## src/rtl/mtx_loader_pkg.sv

```systemverilog
// mtx_loader_pkg: shared state encoding, widths and default SDRAM bases for the ioctl loader
package mtx_loader_pkg;
    localparam int ADDR_W  = 23;
    localparam int DATA_W  = 8;
    localparam int ENTRY_W = ADDR_W + DATA_W;
    localparam logic [ADDR_W-1:0] DEF_ROM_BASE   = 23'h000000;
    localparam logic [ADDR_W-1:0] DEF_IMG_BASE   = 23'h100000;
    localparam logic [ADDR_W-1:0] BYTE_COUNT_MAX = 23'h7FFFFF;
    typedef enum logic [2:0] {S_IDLE, S_LOAD, S_WR_WAIT, S_DRAIN, S_DONE} state_t;
    function automatic logic [ADDR_W-1:0] base_sel(input logic [7:0] idx, input logic [ADDR_W-1:0] rom,
                                                   input logic [ADDR_W-1:0] img);
        return (idx == 8'd0) ? rom : img;
    endfunction
endpackage

```

## src/rtl/loader_fifo.sv

```systemverilog
// loader_fifo: synchronous FIFO of {address, data} SDRAM write entries
module loader_fifo
    import mtx_loader_pkg::*;
#(
    parameter int DEPTH = 4
) (
    input  logic               i_clk,
    input  logic               i_rst_n,
    input  logic               i_wr,
    input  logic [ENTRY_W-1:0] i_wr_data,
    input  logic               i_rd,
    output logic [ENTRY_W-1:0] o_rd_data,
    output logic               o_full,
    output logic               o_empty
);
    localparam int AW = $clog2(DEPTH);
    logic [ENTRY_W-1:0] r_mem [DEPTH];
    logic [AW:0]        r_wp;
    logic [AW:0]        r_rp;
    logic               w_rd;
    logic               w_wr;
    // a full FIFO still accepts a push when the head leaves in the same cycle
    assign w_rd      = i_rd && !o_empty;
    assign w_wr      = i_wr && (!o_full || w_rd);
    assign o_empty   = r_wp == r_rp;
    assign o_full    = (r_wp[AW-1:0] == r_rp[AW-1:0]) && (r_wp[AW] != r_rp[AW]);
    assign o_rd_data = r_mem[r_rp[AW-1:0]];
    // storage write
    always_ff @(posedge i_clk) begin
        if (w_wr) r_mem[r_wp[AW-1:0]] <= i_wr_data;
    end
    // read/write pointers with wrap bit
    always_ff @(posedge i_clk or negedge i_rst_n) begin
        if (!i_rst_n) begin
            r_wp <= '0;
            r_rp <= '0;
        end else begin
            r_wp <= r_wp + (AW+1)'(w_wr);
            r_rp <= r_rp + (AW+1)'(w_rd);
        end
    end
endmodule

```

## src/rtl/ioctl_sdram_loader.sv

```systemverilog
// ioctl_sdram_loader: streams ioctl download bytes into SDRAM, passing CPU SRAM traffic through when idle
module ioctl_sdram_loader
    import mtx_loader_pkg::*;
#(
    parameter int                FIFO_DEPTH = 4,
    parameter logic [ADDR_W-1:0] ROM_BASE   = DEF_ROM_BASE,
    parameter logic [ADDR_W-1:0] IMG_BASE   = DEF_IMG_BASE
) (
    input  logic              clk_sys,
    input  logic              reset_n,
    input  logic              ioctl_download,
    input  logic              ioctl_wr,
    input  logic [ADDR_W-1:0] ioctl_addr,
    input  logic [7:0]        ioctl_data,
    input  logic [7:0]        ioctl_index,
    input  logic [ADDR_W-1:0] cpu_addr,
    input  logic [7:0]        cpu_din,
    input  logic              cpu_we_n,
    input  logic              cpu_oe_n,
    input  logic              ram_ready,
    output logic [ADDR_W-1:0] ram_addr,
    output logic [7:0]        ram_din,
    output logic              ram_we,
    output logic              ram_rd,
    output logic              cpu_hold,
    output logic              load_done,
    output logic              overflow,
    output logic [ADDR_W-1:0] byte_count
);
    logic [1:0]         r_rst_sync;
    logic               w_rst_n;
    state_t             r_state;
    state_t             w_next;
    logic               r_dl_prev;
    logic               r_pend;
    logic               r_wait;
    logic               r_overflow;
    logic [ADDR_W-1:0]  r_base;
    logic [ADDR_W-1:0]  r_byte_count;
    logic [ENTRY_W-1:0] w_head;
    logic [ADDR_W-1:0]  w_base;
    logic               w_full;
    logic               w_empty;
    logic               w_idle;
    logic               w_rise;
    logic               w_start;
    logic               w_issue;
    logic               w_push;
    logic               w_commit;

    assign w_rst_n  = r_rst_sync[1];
    assign w_idle   = r_state == S_IDLE;
    assign w_rise   = ioctl_download && !r_dl_prev;
    assign w_start  = w_idle && (w_rise || r_pend);
    assign w_issue  = (r_state == S_LOAD || r_state == S_DRAIN) && !w_empty && ram_ready;
    assign w_commit = r_state == S_WR_WAIT && r_wait && ram_ready;
    assign w_base   = w_start ? base_sel(ioctl_index, ROM_BASE, IMG_BASE) : r_base;
    // bytes are only taken for the download in progress; a re-start seen while draining waits as pending
    assign w_push   = ioctl_download && ioctl_wr &&
                      (w_start || ((r_state == S_LOAD || r_state == S_WR_WAIT) && !r_pend && !w_rise));
    assign overflow   = r_overflow;
    assign byte_count = r_byte_count;

    loader_fifo #(.DEPTH(FIFO_DEPTH)) u_fifo (
        .i_clk     (clk_sys),
        .i_rst_n   (w_rst_n),
        .i_wr      (w_push),
        .i_wr_data ({w_base + ioctl_addr, ioctl_data}),
        .i_rd      (w_issue),
        .o_rd_data (w_head),
        .o_full    (w_full),
        .o_empty   (w_empty)
    );

    // reset asserts immediately but is released two clocks later, in step with clk_sys
    always_ff @(posedge clk_sys or negedge reset_n) begin
        if (!reset_n) r_rst_sync <= 2'b00;
        else          r_rst_sync <= {r_rst_sync[0], 1'b1};
    end

    // state register
    always_ff @(posedge clk_sys or negedge w_rst_n) begin
        if (!w_rst_n) r_state <= S_IDLE;
        else          r_state <= w_next;
    end

    // next-state logic
    always_comb begin
        w_next = r_state;
        case (r_state)
            S_IDLE:    w_next = w_start ? S_LOAD : S_IDLE;
            S_LOAD:    w_next = w_issue ? S_WR_WAIT : ((!ioctl_download || r_pend) ? S_DRAIN : S_LOAD);
            S_WR_WAIT: w_next = !w_commit ? S_WR_WAIT :
                                ((ioctl_download && !r_pend && !w_rise) ? S_LOAD : S_DRAIN);
            S_DRAIN:   w_next = w_issue ? S_WR_WAIT : ((w_empty && ram_ready) ? S_DONE : S_DRAIN);
            S_DONE:    w_next = S_IDLE;
            default:   w_next = S_IDLE;
        endcase
    end

    // outputs: CPU pass-through when idle, loader head entry otherwise
    always_comb begin
        ram_we    = w_idle ? ~cpu_we_n : w_issue;
        ram_rd    = w_idle & ~cpu_oe_n;
        ram_addr  = w_idle ? cpu_addr : w_head[ENTRY_W-1:DATA_W];
        ram_din   = w_idle ? cpu_din : w_head[DATA_W-1:0];
        cpu_hold  = !w_idle;
        load_done = r_state == S_DONE;
    end

    // download edge tracking, base latch, commit counter and overrun flag;
    // r_dl_prev resets high so a download still active across reset is not restarted
    always_ff @(posedge clk_sys or negedge w_rst_n) begin
        if (!w_rst_n) begin
            r_dl_prev    <= 1'b1;
            r_pend       <= 1'b0;
            r_wait       <= 1'b0;
            r_overflow   <= 1'b0;
            r_base       <= '0;
            r_byte_count <= '0;
        end else begin
            r_dl_prev <= ioctl_download;
            r_pend    <= w_start ? 1'b0 : (r_pend || (w_rise && !w_idle));
            r_wait    <= r_state == S_WR_WAIT;
            if (w_start) begin
                r_base       <= w_base;
                r_byte_count <= '0;
                r_overflow   <= 1'b0;
            end else begin
                if (w_commit && r_byte_count != BYTE_COUNT_MAX) r_byte_count <= r_byte_count + 1'b1;
                if (w_push && w_full && !w_issue) r_overflow <= 1'b1;
            end
        end
    end
endmodule
```

## config.mk

```make
export PLATFORM = sky130hd
export DESIGN_NAME = ioctl_sdram_loader
export DESIGN_NICKNAME = d
export VERILOG_FILES = /design/src/rtl/mtx_loader_pkg.sv /design/src/rtl/loader_fifo.sv /design/src/rtl/ioctl_sdram_loader.sv
export SDC_FILE = /design/constraint.sdc
export NUM_CORES = 1
export LEC_CHECK = 0
export ABC_AREA = 1
export BUFFER_PORTS_ARGS = -buffer_cell sky130_fd_sc_hd__buf_2
export CORE_ASPECT_RATIO = 1.75
export CORE_UTILIZATION = 35
export CTS_BUF_LIST = sky130_fd_sc_hd__clkbuf_2 sky130_fd_sc_hd__clkbuf_4 sky130_fd_sc_hd__clkbuf_8
export DETAILED_ROUTE_END_ITERATION = 10
export HOLD_SLACK_MARGIN = 0.08
export PLACE_DENSITY = 0.58
export SETUP_SLACK_MARGIN = 0.4
export SYNTH_ARGS = -nofsm -noshare
export SYNTH_HDL_FRONTEND = slang
export SYNTH_SLANG_ARGS = --single-unit
```

## constraint.sdc

```tcl
create_clock -name clk_sys -period 1.69 [get_ports clk_sys]
set_input_delay 0.169 -clock clk_sys [delete_from_list [all_inputs] [get_ports clk_sys]]
set_output_delay 0.169 -clock clk_sys [all_outputs]
set_load 0.02 [all_outputs]
```

==> impl_metrics.env, run 1 <==
export IMPL_synth_most_common_cell="nor2_1"
export IMPL_areaGrowthSynthToFinish_pct=83.0
export IMPL_antenna_found_initial=1
export IMPL_wirelength_um=35100
export IMPL_start_util=0.358
export IMPL_overflow=0
export IMPL_p_leak_nw=7.52
export IMPL_critical_path_arrival_ns=2.77
export IMPL_drive_gt1_frac=0.571
export IMPL_nFillCells=1895
export IMPL_placed_cell_area_um2=12500
export IMPL_hold_class="input port to flop"
export IMPL_synth_seq_area_share=0.547
export IMPL_clockBufferDepth=2
export IMPL_finalCritPeriodShare=1.50
export IMPL_insertion_delay_ns=0.50
export IMPL_finalHoldViolations=0
export IMPL_io_buffers=135
export IMPL_die_area_um2=28100
export IMPL_via_per_inst=4.95
export IMPL_grt_first_pass_wirelength_um=52400
export IMPL_synth_warnings=0
export IMPL_ys_types=35
export IMPL_drtIter0Drc=538
export IMPL_slew_viol_final=0
export IMPL_startpoint_type="flop"
export IMPL_grt_start_max_net_pins=32
export IMPL_syn_inst=1121
export IMPL_grt_use_total=0.248
export IMPL_core_um2=26800
export IMPL_power_total_mw=24.3
export IMPL_place_congestion=0.930
export IMPL_numCtsBuffers=17
export IMPL_path_class="flop to flop"
export IMPL_grt_pass1_vias=9979
export IMPL_finalSetupViolCount=270
export IMPL_first_pass_iters=5
export IMPL_fmax_mhz=395
export IMPL_fin_area_um2=17600
export IMPL_peakVddDrop_mv=0.999
export IMPL_cts_tree="done"
export IMPL_io_pins=136
export IMPL_htree_levels=4
export IMPL_die_w_um=127
export IMPL_ys_seq_elements=185
export IMPL_cts_hold_buf=13
export IMPL_required_ns=1.93
export IMPL_post_route_min_period_ns=2.53
export IMPL_netlist_area_um2=9600
export IMPL_synth_top_area_cell="edfxtp_1"
export IMPL_cts_clk_slew_worst_paths_ns=0.09
export IMPL_dominantRegCellSynth="edfxtp_1"
export IMPL_crit_fanout=5
export IMPL_vias=9703
export IMPL_synth_top_cell_area_share=0.388
export IMPL_ant_nets=0
export IMPL_max_slew_margin=0.664
export IMPL_yosys_top_cells_area="edfxtp_1 (39%), dfrtp_1 (16%), nor2_1 (11%), nand2_1 (9.5%), inv_1 (4.5%)"
export IMPL_wl_per_cell_um=17.9
export IMPL_die_y_um=221
export IMPL_cts_root_buf="clkbuf_8"
export IMPL_drc_errors=0
export IMPL_syn_avg_cell_area_um2=8.56
export IMPL_crit_path_end_kind="flop"
export IMPL_powerDensity_nw_per_um2=1380
export IMPL_violations="setup timing"
export IMPL_syn_num_nets=1226
export IMPL_synthArstFlopShare=0.330
export IMPL_yosys_top_cells_count="nor2_1 (272), nand2_1 (243), edfxtp_1 (124)"
export IMPL_fin_skew_ns=0.0195
export IMPL_status="finished, violations left"
export IMPL_final_nets=1687
export IMPL_worst_pin_slew_ns=0.504
export IMPL_cap_violations=0
export IMPL_synth_edf_count=124
export IMPL_setup_ws_ns=-0.844
export IMPL_rows=79
export IMPL_dp_hpwl_um=19100
export IMPL_rsz0062_at_grt="true"
export IMPL_cts_num_sinks=185
[routing by layer]
layer / up-vias / share of wire / wire length, µm / track usage
met5: - / 0 / 0 / 0
met4: 0 / 0.069 / 2410 / 0.166
met3: 130 / 0.040 / 1400 / 0.0442
met2: 323 / 0.56 / 19700 / 0.474
met1: 4664 / 0.33 / 11700 / 0.235
li1: 4586 / - / - / -
[path summary, 6_finish.rpt]
| kind | startpoint | endpoint | slack (ns) | depth (start not counted) |
|---|---|---|---|---|
| worst min-delay path | ioctl_addr[0] | u_fifo.r_mem[0][8]$_DFFE_PP_ | 0.05 | 2 |
| max in group asynchronous | r_rst_sync[1]$_DFF_PN0_ | r_dl_prev$_DFF_PN1_ | 0.88 | 1 |
| min in group asynchronous | r_rst_sync[1]$_DFF_PN0_ | byte_count[9]$_DFFE_PN0P_ | 0.24 | 0 |
| worst min register to register | r_rst_sync[1]$_DFF_PN0_ | byte_count[9]$_DFFE_PN0P_ | 0.24 | 0 |
| worst max register to register | r_dl_prev$_DFF_PN1_ | u_fifo.r_mem[1][26]$_DFFE_PP_ | -0.84 | 17 |
| worst max-delay path | r_dl_prev$_DFF_PN1_ | u_fifo.r_mem[1][26]$_DFFE_PP_ | -0.84 | 17 |
[final cells by class]
class	count	area, µm²	area share
timing repair inverter	3	33.8	0.00192
multi-input combinational	780	5980	0.340
clock inverter	13	175	0.00997
timing repair buffer	474	4910	0.279
tap	364	455	0.0259
antenna	1	2.50	0.000142
sequential	185	5270	0.300
inverter	121	498	0.0283
clock buffer	19	249	0.0142
[worst max-delay path, cell delays in order (launching register included)]
cell and delay, ns:
dfstp_2 0.53, inv_2 0.04, nand2_2 0.07, nand2_4 0.06, nand2_4 0.10, inv_8 0.06, buf_6 0.12, nor2_4 0.09
ha_4 0.14, inv_2 0.03, fa_2 0.34, inv_2 0.08, buf_4 0.11, nand3_1 0.07, nand3b_1 0.18, nand2_2 0.10
nand3_2 0.09, nand2_2 0.07
[registers in the layout, summed over array words and instances, names as in the netlist]
register,cells
u_fifo.r_mem,124
byte_count,23
r_base,23
r_state,3
u_fifo.r_rp,3
u_fifo.r_wp,3
r_rst_sync,2
overflow,1
r_dl_prev,1
r_pend,1
r_wait,1
[layout by cell type (no fill, tap or decap), drive strengths merged, types with 2 or more instances in the layout]
master       Yosys  layout
nor4             3       3
o21bai           3       3
a31oi           33      33
inv            119     123
o21ai           67      67
nand3b           7       7
edfxtp         124     124
clkbuf          21      21
xnor2            3       3
dfrtp           60      60
dlygate4sd3      0      13
clkinvlp         0       2
o211ai           2       2
clkinv           2       8
ha              27      27
buf             14     459
nand4           11      11
bufinv           0       4
nand2          253     253
or2              3       3
xor2            25      25
nor2           275     275
a21oi           16      16
nand3           40      40
nor3            10      10
[metrics by stage]
step                      setup WS [ns]  instances  TNS (ns)  hold WS, ns   util
after floorplan                  -0.755       1121   -128.14       -0.127      -
after global placement           -0.945       1757   -118.45      -0.0450  0.465
after detailed placement         -0.946       1757   -123.25      -0.0457  0.465
after CTS                        -0.785       1939   -139.43      0.00250  0.622
after global routing             -0.933       1959   -184.77       0.0412  0.656
final                            -0.844       1960   -158.82       0.0497  0.656
[where the power goes]
group / total, mW / switching (mW) / internal (mW)
clock network: 3.22 / 1.59 / 1.63
logic: 15.6 / 7.83 / 7.75
registers: 5.53 / 0.232 / 5.30
total: 24.3 / 9.65 / 14.7
[kinds of logic (layout without fill, tap and decap cells)]
| family | Yosys count | after routing | share of synthesized area |
|---|---|---|---|
| buffers and inverters | 156 | 630 | 0.0634 |
| flip-flops | 185 | 185 | 0.547 |
| other | 1 | 2 | 0.000391 |
| AO/OA/AOI/OAI | 121 | 121 | 0.0687 |
| adder cells (fa/ha/maj) | 28 | 28 | 0.0373 |
| XOR/XNOR | 28 | 28 | 0.0256 |
| AND/OR/NAND/NOR | 602 | 602 | 0.258 |
[repair_timing]
item                                    4_1_cts  5_1_grt
endpoints found under the setup margin      308      330
hold endpoints to repair                     43        4
pin swaps                                   164      105
gates cloned                                 29        4
resized for setup                           547      200
buffers inserted                            108       16
(Power assumes the default switching activity.)
==> inputs of run 2 (changes only) <==
- CORE_MARGIN: default -> 4
- SYNTH_HIERARCHICAL: default -> 1
==> run 2 against run 1 <==
The run still ends with setup timing left. Worst hold slack worse by 0.0051 ns. Cell area is 11% lower. Combinational power shrank 19%. Power is 13% lower. Largest cell class unchanged. Largest power group unchanged. Highest routed layer unchanged.
==> impl_metrics.env, run 2 <==
export IMPL_core_um2=27200
export IMPL_synth_seq_area_share=0.542
export IMPL_cpLargestDelayFamily="simple AND/OR/NAND/NOR gates"
export IMPL_cts_clk_slew_worst_paths_ns=0.10
export IMPL_dominantRegCellSynth="edfxtp_1"
export IMPL_status="finished, violations left"
export IMPL_final_cell_mix="nand2_1 (254), buf_4 (149), edfxtp_1 (124), buf_2 (103), nor2_1 (97)"
export IMPL_p_sw_frac=0.410
export IMPL_io_buffers=135
export IMPL_cts_hold_buf=14
export IMPL_ys_seq_elements=185
export IMPL_post_route_min_period_ns=2.58
export IMPL_crit_fanout=6
export IMPL_startpoint_type="flop"
export IMPL_io_pins=136
export IMPL_path_class="flop to flop"
export IMPL_finalSetupViolCount=254
export IMPL_grt_first_pass_wirelength_um=43100
export IMPL_grt_pass1_vias=8693
export IMPL_mostFrequentLayoutCell="nand2_1"
export IMPL_syn_avg_cell_area_um2=8.60
export IMPL_slowest_delay_ns=0.56
export IMPL_final_core_utilization=0.576
export IMPL_largest_register_ffs=124
export IMPL_synth_top_area_cell="edfxtp_1"
export IMPL_pre_cts_slack_ns=-0.916
export IMPL_cts_num_sinks=185
export IMPL_antenna_cells=0
export IMPL_rows=80
export IMPL_via_per_inst=4.79
export IMPL_finalHoldViolations=0
export IMPL_net_switching_power_mw=8.73
export IMPL_powerDensity_nw_per_um2=1360
export IMPL_cts_root_buf="clkbuf_8"
export IMPL_cp_buffers_inverters=5
export IMPL_htree_levels=4
export IMPL_synth_warnings=6
export IMPL_p_leak_nw=6.87
export IMPL_yosys_top_cells_area="edfxtp_1 (38%), dfrtp_1 (16%), nand2_1 (13%), nor2_1 (6.9%), inv_1 (4.5%)"
export IMPL_setup_ws_ns=-0.889
export IMPL_required_ns=1.94
export IMPL_fmax_mhz=388
export IMPL_ant_nets=0
export IMPL_crit_chain="o21ai_4 -> nand2_8 -> clkinv_8 -> buf_6 -> nor2_4 -> ha_4 -> inv_2 -> fa_2 -> inv_2 -> nand3_2 -> nand3_4 -> buf_6 -> nand3b_1 -> nand4_1 -> nand2_2"
export IMPL_cts_tree="done"
export IMPL_areaGrowthSynthToFinish_pct=61.9
export IMPL_drive_gt1_frac=0.498
export IMPL_violations="setup timing"
export IMPL_grt_start_max_net_pins=48
export IMPL_tns_ns=-138.04
export IMPL_die_area_um2=30500
export IMPL_antenna_found_initial=0
export IMPL_syn_inst=1126
export IMPL_power_frac_seq=0.262
export IMPL_yosys_top_cells_count="nand2_1 (338), nor2_1 (177), edfxtp_1 (124)"
export IMPL_synth_most_common_cell="nand2_1"
export IMPL_drc_errors=0
export IMPL_insertion_delay_ns=0.50
export IMPL_die_w_um=134
export IMPL_wirelength_um=31100
export IMPL_overflow=0
export IMPL_drtIter0Drc=502
export IMPL_hold_class="input port to flop"
export IMPL_p_clk_frac=0.145
export IMPL_cap_violations=0
export IMPL_stdcell_count=1868
export IMPL_synthArstFlopShare=0.330
export IMPL_power_total_mw=21.3
export IMPL_critical_path_arrival_ns=2.82
export IMPL_die_y_um=228
export IMPL_finalCritPeriodShare=1.53
export IMPL_synth_top_cell_area_share=0.385
export IMPL_regToRegSetupSlack_ns=-0.89
export IMPL_peakVddDrop_mv=0.777
export IMPL_clockBufferDepth=2
export IMPL_p_comb_frac=0.593
export IMPL_p_int_mw=12.6
export IMPL_critPathSlowestCell="dfstp_2"
export IMPL_vias=8954
export IMPL_fin_skew_ns=0.0185
export IMPL_grt_use_total=0.180
export IMPL_crit_path_end_kind="flop"
export IMPL_slew_viol_final=0
export IMPL_place_congestion=0.922
export IMPL_ys_types=43
export IMPL_place_inst=1754
export IMPL_netlist_area_um2=9680
export IMPL_first_pass_iters=4
export IMPL_numCtsBuffers=17
export IMPL_syn_num_nets=1231
export IMPL_start_util=0.356
export IMPL_final_nets=1591
export IMPL_dp_hpwl_um=19700
export IMPL_rsz0062_at_grt="true"
export IMPL_synth_edf_count=124
export IMPL_wl_per_cell_um=16.6
-- run 2: changes by cell type after synthesis, moves of 5 or more --
cell      delta
buf_1        -8
nand2_1     +95
o21ai_1      +8
clkbuf_1    -15
o22ai_1     +31
o21ai_0      -5
buf_2       +14
a31oi_1     -31
nor2_1      -95
-- run 2: layout make-up --
type | instances | area (µm²)
clock buffer | 17 | 234
clock inverter | 15 | 184
fill | 2321 | 11600
inverter | 123 | 494
multi-input combinational | 784 | 5570
sequential | 185 | 5270
tap | 369 | 462
timing repair buffer | 374 | 3440
timing repair inverter | 1 | 16.3
-- run 2: path summary, 6_finish.rpt --
| check | from | to | cells past startpoint |
|---|---|---|---|
| worst max-delay path | r_dl_prev$_DFF_PN1_ | u_fifo/r_mem[1][28]$_DFFE_PP_ | 15 |
| worst min-delay path | ioctl_wr | overflow$_DFFE_PN0P_ | 5 |
| worst max register to register | r_dl_prev$_DFF_PN1_ | u_fifo/r_mem[1][28]$_DFFE_PP_ | 15 |
| worst min register to register | r_rst_sync[1]$_DFF_PN0_ | r_base[0]$_DFFE_PN0P_ | 0 |
| max in group asynchronous | r_rst_sync[1]$_DFF_PN0_ | r_dl_prev$_DFF_PN1_ | 1 |
| min in group asynchronous | r_rst_sync[1]$_DFF_PN0_ | r_base[0]$_DFFE_PN0P_ | 0 |
-- run 2: logic make-up (layout without fill, tap and decap cells) --
logic type	Yosys count	after routing	share of synthesized area
buf+inv	157	530	0.0680
compound gates	122	122	0.0691
xor+xnor	26	26	0.0235
simple gates	607	607	0.260
fa+ha+maj	28	28	0.0370
other cells	1	1	0.000387
flops	185	185	0.542
-- run 2: power by group through the flow --
stage                     combinational, mW  sequential [mW]  clock (mW)
after global placement                 7.53             5.59           0
after floorplan                        4.53             5.65           0
after global routing                   13.5             5.62        3.38
after CTS                              9.06             5.51        3.18
after detailed placement               7.61             5.60           0
final                                  12.6             5.57        3.08
-- run 2: worst reg2reg max path: stages (launching register included) --
cell and delay [ns]:
dfstp_2 0.56, o21ai_4 0.08, nand2_8 0.09, clkinv_8 0.08, buf_6 0.14, nor2_4 0.10, ha_4 0.15, inv_2 0.04
fa_2 0.36, inv_2 0.12, nand3_2 0.10, nand3_4 0.12, buf_6 0.11, nand3b_1 0.09, nand4_1 0.12, nand2_2 0.07
-- run 2: layer usage --
metal  vias up  GRT usage  wire [µm]
li1       4382          -          -
met1      4258      0.185      10900
met2       226      0.348      17600
met3        88     0.0302        971
met4         0     0.0833       1560
met5         -          0          0
-- run 2: metrics by stage --
step | cell area, µm² | hold WS [ns]
global placement | 12200 | -0.0434
finish | 15700 | 0.0446
floorplan | 9920 | -0.127
CTS | 13400 | -0.00582
detailed placement | 12200 | -0.0441
global route | 15700 | 0.0333
-- run 2: timing repair --
item | 4_1_cts | 5_1_grt
gates cloned | 5 | 13
resized for setup | 114 | 429
endpoints found under the hold margin | 44 | 5
setup buffers | 11 | 39
pin swaps | 35 | 142
setup endpoints to repair | 308 | 313
==> inputs of run 3 (changes only) <==
- SYNTH_HIERARCHICAL: 1 -> default
==> run 3 against run 2 <==
The run still ends with setup timing left. Clock power shrank 7.5%. Power grew 4.1%. Cell area grew 1.3%. Routed wire length grew 3.7%. Critical endpoint is now u_fifo.r_mem[0][26]$_DFFE_PP_. Clock-buffer cell count grew 2. Sequential share of layout area shrank 0.42 points. Clock skew shrank 0.0039 ns. Non-clock buffer count grew 18. Setup slack gained 0.056 ns. Maximum frequency grew 2.2%.
==> impl_metrics.env, run 3 (synthesis gave the netlist of run 1 again) <==
export IMPL_first_pass_iters=5
export IMPL_placed_cell_area_um2=12400
export IMPL_power_frac_seq=0.249
export IMPL_vias=9038
export IMPL_min_to="u_fifo.r_mem[0][8]$_DFFE_PP_"
export IMPL_antenna_cells=0
export IMPL_cts_num_sinks=185
export IMPL_max_slew_margin=0.624
export IMPL_status="finished, violations left"
export IMPL_grt_first_pass_wirelength_um=47200
export IMPL_numCtsBuffers=17
export IMPL_fmax_mhz=396
export IMPL_rr_endpoint="u_fifo.r_mem[0][26]$_DFFE_PP_"
export IMPL_drtIter0Drc=391
export IMPL_overflow=0
export IMPL_cts_hold_buf=13
export IMPL_cts_tree="done"
export IMPL_worst_pin_slew_ns=0.564
export IMPL_rows=80
export IMPL_clockBufferDepth=2
export IMPL_path_class="flop to flop"
export IMPL_dp_hpwl_um=20100
export IMPL_final_nets=1602
export IMPL_regToRegSetupSlack_ns=-0.83
export IMPL_tns_ns=-120.77
export IMPL_slew_viol_final=0
export IMPL_finalSetupViolCount=252
export IMPL_via_per_inst=4.81
export IMPL_core_um2=27100
export IMPL_final_cell_mix="nand2_1 (188), nor2_1 (181), buf_4 (174), edfxtp_1 (124), buf_2 (102)"
export IMPL_start_util=0.354
export IMPL_p_leak_nw=6.83
export IMPL_grt_use_total=0.203
export IMPL_cap_violations=0
export IMPL_peakVddDrop_mv=0.842
export IMPL_setup_ws_ns=-0.833
export IMPL_post_route_min_period_ns=2.52
export IMPL_drc_errors=0
export IMPL_critical_path_arrival_ns=2.76
export IMPL_die_y_um=227
export IMPL_die_area_um2=30200
export IMPL_fin_skew_ns=0.0146
export IMPL_insertion_delay_ns=0.49
export IMPL_p_clk_frac=0.129
export IMPL_crit_fanout=8
export IMPL_p_comb_frac=0.623
export IMPL_place_congestion=0.918
export IMPL_htree_levels=4
export IMPL_cts_root_buf="clkbuf_8"
export IMPL_powerDensity_nw_per_um2=1400
export IMPL_rr_worst_depth=17
export IMPL_drive_gt1_frac=0.485
export IMPL_holdWs_ns=0.0351
export IMPL_largest_register_ffs=124
export IMPL_finalHoldViolations=0
export IMPL_areaGrowthSynthToFinish_pct=65.3
export IMPL_net_switching_power_mw=8.89
export IMPL_p_sw_frac=0.401
export IMPL_mostFrequentLayoutCell="nand2_1"
export IMPL_io_buffers=135
export IMPL_timing_rr_start="r_dl_prev$_DFF_PN1_"
export IMPL_crit_path_end_kind="flop"
export IMPL_p_int_mw=13.3
export IMPL_ant_nets=0
export IMPL_wirelength_um=32200
export IMPL_antenna_found_initial=2
export IMPL_io_pins=136
export IMPL_violations="setup timing"
export IMPL_grt_pass1_vias=9101
export IMPL_holdPathStages=2
export IMPL_rsz0062_at_grt="true"
export IMPL_hold_start="ioctl_addr[0]"
export IMPL_die_w_um=133
export IMPL_cts_clk_slew_worst_paths_ns=0.09
export IMPL_finalCritPeriodShare=1.49
export IMPL_startpoint_type="flop"
export IMPL_grt_start_max_net_pins=26
export IMPL_required_ns=1.93
export IMPL_hold_class="input port to flop"
export IMPL_fin_area_um2=15900
export IMPL_wl_per_cell_um=17.1
[run 3: cell count changes in the layout (fill, tap and decap cells not counted), sizes merged, moves of 3 or more]
cell | before | now
o21ai | 70 | 67
nor2 | 184 | 275
inv | 127 | 123
xor2 | 22 | 25
nor3 | 7 | 10
buf | 350 | 369
a31oi | 2 | 33
clkinv | 10 | 6
nand4 | 15 | 11
nand2 | 347 | 253
o22ai | 31 | 0
[run 3: routing by layer]
metal	track usage	vias up	share of wire	wire length, µm
li1	-	4407	-	-
met1	0.200	4332	0.34	11100
met2	0.413	215	0.58	18700
met3	0.0305	80	0.030	976
met4	0.0854	4	0.044	1430
met5	0	-	0.00099	32
[run 3: worst max path at each step]
stage | from | end | slack, ns | cells past startpoint
after global placement | r_state[0]$_DFF_PN0_ | u_fifo.r_mem[0][15]$_DFFE_PP_ | -0.95 | 15
after floorplan | r_dl_prev$_DFF_PN1_ | u_fifo.r_mem[0][24]$_DFFE_PP_ | -0.76 | 18
after global routing | r_dl_prev$_DFF_PN1_ | u_fifo.r_mem[1][24]$_DFFE_PP_ | -0.94 | 18
final | r_dl_prev$_DFF_PN1_ | u_fifo.r_mem[0][26]$_DFFE_PP_ | -0.83 | 17
after detailed placement | r_state[0]$_DFF_PN0_ | u_fifo.r_mem[0][15]$_DFFE_PP_ | -0.94 | 15
after CTS | r_dl_prev$_DFF_PN1_ | u_fifo.r_mem[1][24]$_DFFE_PP_ | -0.82 | 18
[run 3: area by class of cell]
type                    count  area (µm²)
clock buffers              19         249
clock inverters            12         116
fillers                  2208       11300
inverters                 121         482
multi-input cells         780        5510
flip-flops and latches    185        5270
well taps                 369         462
repair buffers            392        3780
[run 3: repair_timing]
| item | CTS | global route |
|---|---|---|
| setup buffers | 32 | 22 |
| cloned | 15 | 10 |
| setup endpoints to repair | 307 | 326 |
| pin swaps | 71 | 55 |
| gates resized for setup | 314 | 171 |
| hold endpoints to repair | 43 | 4 |
[run 3: metrics by stage]
stage	total power, mW	instances	utilization	setup slack (ns)
4_1_cts	20.6	1846	0.543	-0.820
3_3_place_gp	13.5	1755	0.458	-0.953
2_1_floorplan	10.9	1121	-	-0.755
5_1_grt	23.2	1878	0.585	-0.936
6_report	22.2	1878	0.585	-0.833
3_5_place_dp	13.6	1755	0.458	-0.945
[run 3: worst max-delay path: stages (launching register included)]
cell and delay, ns:
dfstp_2 0.54, inv_2 0.04, nand2_2 0.05, nand2_2 0.06, nand2_4 0.09, inv_8 0.06
buf_6 0.13, nor2_4 0.09, ha_4 0.14, inv_2 0.03, fa_2 0.35, inv_2 0.07
buf_4 0.11, nand3_2 0.06, nand3b_1 0.18, nand2_2 0.11, nand3_2 0.08, nand2_2 0.07
[run 3: power groups by stage]
stage,Clock (mW),Combinational (mW),Sequential (mW)
2_1_floorplan,0,5.25,5.63
3_3_place_gp,0,7.98,5.56
3_5_place_dp,0,8.05,5.57
4_1_cts,2.93,12.2,5.49
5_1_grt,3.09,14.6,5.56
6_report,2.85,13.8,5.51
